### config.mk
export PLATFORM = sky130hd
export DESIGN_NAME = mem_bus_master
export DESIGN_NICKNAME = d
export VERILOG_FILES = /design/src/rtl/mem_bus_master_pkg.sv /design/src/rtl/mem_bus_master_rsp_capture.sv /design/src/rtl/mem_bus_master.sv
export SDC_FILE = /design/constraint.sdc
export NUM_CORES = 1
export LEC_CHECK = 0
export ABC_AREA = 1
export BUFFER_PORTS_ARGS = -buffer_cell sky130_fd_sc_hd__buf_2
export CORE_UTILIZATION = 51
export CTS_CLUSTER_SIZE = 20
export DETAILED_ROUTE_END_ITERATION = 12
export PLACE_DENSITY = 0.83
export SYNTH_ARGS = -nofsm -noshare
export SYNTH_HDL_FRONTEND = slang
export SYNTH_SLANG_ARGS = --single-unit
### constraint.sdc
create_clock -name clk -period 2.5 [get_ports clk]
set_input_delay 0.5 -clock clk [delete_from_list [all_inputs] [get_ports clk]]
set_output_delay 0.5 -clock clk [all_outputs]
set_load 0.01 [all_outputs]
### src/rtl/mem_bus_master_pkg.sv
// mem_bus_master_pkg: FSM state encodings and bus width defaults shared by the memory bus master
package mem_bus_master_pkg;
  typedef enum logic [1:0] {IDLE = 2'd0, ACCESS = 2'd1, VERIFY = 2'd2, RESP = 2'd3} state_t;
  localparam int DATA_W_DEF = 8;
  localparam int ADDR_W_DEF = 3;
endpackage

### src/rtl/mem_bus_master_rsp_capture.sv
// mem_rsp_capture: load-enable response data register with synchronous reset
module mem_rsp_capture #(
  parameter int W = 8
) (
  input  logic         clk,
  input  logic         rst,
  input  logic         ld,
  input  logic [W-1:0] d,
  output logic [W-1:0] q
);
  always_ff @(posedge clk) begin
    if (rst) q <= '0;
    else if (ld) q <= d;
  end
endmodule

### src/rtl/mem_bus_master.sv
// mem_bus_master: valid/ready request to single registered memory bus access with one-cycle response; MEM_MASTER_WRITE_VERIFY_EN adds write readback check
module mem_bus_master
  import mem_bus_master_pkg::*;
#(
  parameter int DATA_W = DATA_W_DEF,
  parameter int ADDR_W = ADDR_W_DEF
) (
  input  logic              clk,
  input  logic              reset,
  input  logic              req_valid,
  output logic              req_ready,
  input  logic              req_write,
  input  logic [ADDR_W-1:0] req_addr,
  input  logic [DATA_W-1:0] req_wdata,
  output logic              rsp_valid,
  output logic              rsp_write,
  output logic [DATA_W-1:0] rsp_rdata,
  output logic              rsp_err,
  output logic [ADDR_W-1:0] mem_addr,
  output logic              mem_cs,
  output logic              mem_rd,
  output logic              mem_wr,
  output logic [DATA_W-1:0] mem_wdata,
  input  logic [DATA_W-1:0] mem_rdata
);
  state_t            state_q, state_d;
  logic              req_ready_q, req_ready_d;
  logic              rsp_valid_q, rsp_valid_d;
  logic              rsp_write_q, rsp_write_d;
  logic              rsp_err_q, rsp_err_d;
  logic              mem_cs_q, mem_cs_d;
  logic              mem_rd_q, mem_rd_d;
  logic              mem_wr_q, mem_wr_d;
  logic [ADDR_W-1:0] mem_addr_q, mem_addr_d;
  logic [DATA_W-1:0] mem_wdata_q, mem_wdata_d;
  logic              cap_ld;
  logic [DATA_W-1:0] cap_d;
  always_comb begin
    state_d     = state_q;
    req_ready_d = req_ready_q;
    rsp_valid_d = 1'b0;
    rsp_write_d = rsp_write_q;
    rsp_err_d   = rsp_err_q;
    mem_cs_d    = mem_cs_q;
    mem_rd_d    = mem_rd_q;
    mem_wr_d    = mem_wr_q;
    mem_addr_d  = mem_addr_q;
    mem_wdata_d = mem_wdata_q;
    cap_ld      = 1'b0;
    cap_d       = mem_rdata;
    case (state_q)
      IDLE: begin
        req_ready_d = 1'b1;
        if (req_valid && req_ready_q) begin
          state_d     = ACCESS;
          req_ready_d = 1'b0;
          mem_cs_d    = 1'b1;
          mem_rd_d    = !req_write;
          mem_wr_d    = req_write;
          mem_addr_d  = req_addr;
          mem_wdata_d = req_write ? req_wdata : '0;
        end
      end
      ACCESS: begin
`ifdef MEM_MASTER_WRITE_VERIFY_EN
        if (mem_wr_q) begin
          state_d  = VERIFY;
          mem_wr_d = 1'b0;
          mem_rd_d = 1'b1;
        end else
`endif
        begin
          state_d     = RESP;
          rsp_valid_d = 1'b1;
          rsp_write_d = mem_wr_q;
          rsp_err_d   = 1'b0;
          cap_ld      = 1'b1;
          cap_d       = mem_wr_q ? '0 : mem_rdata;
          mem_cs_d    = 1'b0;
          mem_rd_d    = 1'b0;
          mem_wr_d    = 1'b0;
          mem_addr_d  = '0;
          mem_wdata_d = '0;
        end
      end
`ifdef MEM_MASTER_WRITE_VERIFY_EN
      VERIFY: begin
        state_d     = RESP;
        rsp_valid_d = 1'b1;
        rsp_write_d = 1'b1;
        rsp_err_d   = mem_rdata != mem_wdata_q;
        cap_ld      = 1'b1;
        mem_cs_d    = 1'b0;
        mem_rd_d    = 1'b0;
        mem_wr_d    = 1'b0;
        mem_addr_d  = '0;
        mem_wdata_d = '0;
      end
`endif
      RESP: begin
        state_d     = IDLE;
        req_ready_d = 1'b1;
      end
      default: state_d = IDLE;
    endcase
  end
  always_ff @(posedge clk) begin
    if (reset) begin
      state_q     <= IDLE;
      req_ready_q <= 1'b0;
      rsp_valid_q <= 1'b0;
      rsp_write_q <= 1'b0;
      rsp_err_q   <= 1'b0;
      mem_cs_q    <= 1'b0;
      mem_rd_q    <= 1'b0;
      mem_wr_q    <= 1'b0;
      mem_addr_q  <= '0;
      mem_wdata_q <= '0;
    end else begin
      state_q     <= state_d;
      req_ready_q <= req_ready_d;
      rsp_valid_q <= rsp_valid_d;
      rsp_write_q <= rsp_write_d;
      rsp_err_q   <= rsp_err_d;
      mem_cs_q    <= mem_cs_d;
      mem_rd_q    <= mem_rd_d;
      mem_wr_q    <= mem_wr_d;
      mem_addr_q  <= mem_addr_d;
      mem_wdata_q <= mem_wdata_d;
    end
  end
  mem_rsp_capture #(.W(DATA_W)) u_cap (
    .clk(clk),
    .rst(reset),
    .ld (cap_ld),
    .d  (cap_d),
    .q  (rsp_rdata)
  );
  assign req_ready = req_ready_q;
  assign rsp_valid = rsp_valid_q;
  assign rsp_write = rsp_write_q;
  assign rsp_err   = rsp_err_q;
  assign mem_cs    = mem_cs_q;
  assign mem_rd    = mem_rd_q;
  assign mem_wr    = mem_wr_q;
  assign mem_addr  = mem_addr_q;
  assign mem_wdata = mem_wdata_q;
endmodule
==> flow_metrics.tcl <==
set metrics [dict create \
    grt_setup_unrepaired "no" \
    cts_hold_buffers 0 \
    drt-met1-wl_mm 1.16 \
    power_leakage_nw 0.838 \
    first_pass_grt_wire_length_mm 4.14 \
    timing.rr.start "state_q[0]" \
    totalPowerFinal_mw 1.70 \
    die_y_um 52.4 \
    fraction_of_final_layout_cells_with_drive_strength_greater_than_1_pct 30.4 \
    firstDrtPassIters 4 \
    endpoint_kind "flip-flop" \
    cts-root-buf "clkbuf_4" \
    drv_cap 0 \
    number_of_antenna_violations_at_the_first_check_in_global_routing 0 \
    post_cts.resized_instances 0 \
    pin_count_of_the_biggest_net_entering_global_routing 16 \
    synth_cell_types 20 \
    met2_length_mm 1.23 \
    cp_max_fo 12 \
    reg2reg_depth 5 \
    route.detailed.wl_per_inst_um 9.97 \
    start_util_pct 56.5 \
    seq_total_area_yosys_pct 41.7 \
    synth.net_count 212 \
    cts_setup_buffers 0 \
    pwr_density_cell_nw_per_um2 1110 \
    worst_setup_hold_path_clk_slew_ps 140 \
    min_from "mem_rdata[5]" \
    wl_met3_um 136 \
    yosysWarnings 0 \
    design.die.area_um2 2750 \
    layout_min_cycle_time_ps 1550 \
    ant_nets 0 \
    floorplan.io_pins 49 \
    maxClockFrequency_mhz 644 \
    top_layer_used "met4" \
    wl_mm 2.54 \
    skew_pair_late_insertion_delay_ps 320 \
    overall_via_count_from_detail_route 1203 \
    worstHoldPathType "input pin to flip-flop" \
    finish.net_count 255 \
    hold_violation_total_from_the_final_report 0 \
    num_antenna_cells 0 \
    leading_cell_types_in_the_layout_fill_and_taps_excluded "buf_2 (47), nand2_1 (41), nor2_1 (31)" \
    grt_util_all_layers_pct 20.1 \
    cts.path.max_buffers 2 \
    core.rowCount 17 \
    crit-reg2reg-capture "u_cap.q[7]" \
    layout_commonest_cell "buf_2" \
    slew_viol_final 0 \
    overflow 0 \
    syn_avg_cell_area_um2 7.01 \
    worst_path_arrival_ps 1810 \
    ys_ff_latch 27 \
    hpwlAfterDp_mm 1.89 \
    result_of_the_run "completed" \
    syn_to_final_growth_pct 18.0 \
    cts.htree.levels 1 \
    post_synth_instance_area_um2 1300 \
    placement.io_buffers 47 \
    max-vdd-ir-drop_mv 0.815 \
    final_setup_violation_count 0 \
    worst_r2r_setup_slack_ps 950 \
    syn_inst 185 \
    final.setup_skew_ps 1.94 \
    tritoncts_clock_tree "done" \
    cts-buffers-inserted 3 \
    setup.worst_path.class "flip-flop to flip-flop" \
    drtIter0Drc 12 \
    globalplace.congestion 0.858 \
    drcViolationCount 0 \
    timing.critical_path.required_ps 2760 \
    post_drt_via_cell_ratio 4.72 \
    first_global_vias 1001 \
    tritoncts_num_sinks 27 \
    final.setup.tns_ps 0 \
    core-area_um2 2300 \
    hold-path-endpoint "u_cap.q[5]" \
    die_x_um 52.4 \
    min_period_over_period_pct 62.1 \
    hold-path-cell-count 3 \
    worst_setup_path_start_kind "flip-flop" \
]
==> flip-flops by register name (all words and copies together) (netlist names) <==
signal,flops
mem_wdata,8
rsp_valid,1
mem_addr,3
mem_rd,1
rsp_write,1
u_cap.q,8
mem_wr,1
mem_cs,1
state_q,2
req_ready,1
==> cells in the mapped netlist <==
| master | count | share of area, % |
|---|---|---|
| a21oi_1 | 11 | 4.2 |
| nand2_2 | 2 | 0.96 |
| inv_2 | 2 | 0.58 |
| nor2_2 | 10 | 4.8 |
| conb_1 | 1 | 0.29 |
| inv_1 | 23 | 6.7 |
| nand3_1 | 16 | 6.2 |
| nor3_1 | 2 | 0.77 |
| o21ai_1 | 1 | 0.39 |
| nand2_4 | 2 | 1.7 |
| nor2_4 | 2 | 1.7 |
| buf_6 | 2 | 1.7 |
| ha_1 | 4 | 3.9 |
| buf_2 | 3 | 1.2 |
| buf_4 | 3 | 1.7 |
| o21ai_0 | 1 | 0.39 |
| nor2_1 | 31 | 9.0 |
| clkbuf_1 | 1 | 0.29 |
| dfxtp_1 | 27 | 42 |
| nand2_1 | 41 | 12 |
==> kinds of logic after synthesis <==
family	count (synthesis)	synth area share, %
flops	27	41.7
compound gates	13	5.01
fa+ha+maj	4	3.86
other cells	1	0.289
simple gates	106	37.0
buf+inv	34	12.1
==> through the flow <==
stage	setup WS (ps)	hold slack (ps)	cell area [µm²]	util, %	std cells
after floorplan	1230	478	1300	-	185
after global placement	990	452	1500	65.5	251
after detailed placement	954	459	1500	65.5	251
after CTS	921	399	1530	66.7	255
after global routing	760	403	1530	66.7	255
final	947	408	1530	66.7	255
==> worst max-delay path, stage by stage (launching register included) <==
cell,delay (ps)
dfxtp_1,430
ha_1,430
inv_2,200
nor2_4,230
nand2_1,80
a21oi_1,120
==> report_power, final <==
group	switching, mW	internal [mW]	leakage, nW
Clock	0.123	0.0599	0.0177
Sequential	0.0801	0.570	0.221
Combinational	0.551	0.320	0.599
==> per-layer routing <==
metal	vias to the layer above	GRT usage, %
li1	638	-
met5	-	0
met1	525	26.0
met3	2	3.19
met4	0	5.26
met2	38	34.4
==> cell type report <==
class	count	area, µm²
well taps	28	35.0
clock buffers	3	22.5
fillers	221	766
repair buffers	47	235
clock inverters	1	5.00
inverters	25	93.8
multi-input cells	124	599
flip-flops and latches	27	541
==> worst max path at each step <==
stage                from     endpoint
2_1_floorplan  state_q[0]  mem_addr[0]
3_3_place_gp   state_q[1]   u_cap.q[3]
3_5_place_dp   state_q[1]   u_cap.q[0]
4_1_cts        state_q[1]   u_cap.q[7]
5_1_grt        state_q[1]   u_cap.q[7]
6_report       state_q[0]   u_cap.q[7]
Note: power is estimated with default switching activity, not from simulation.
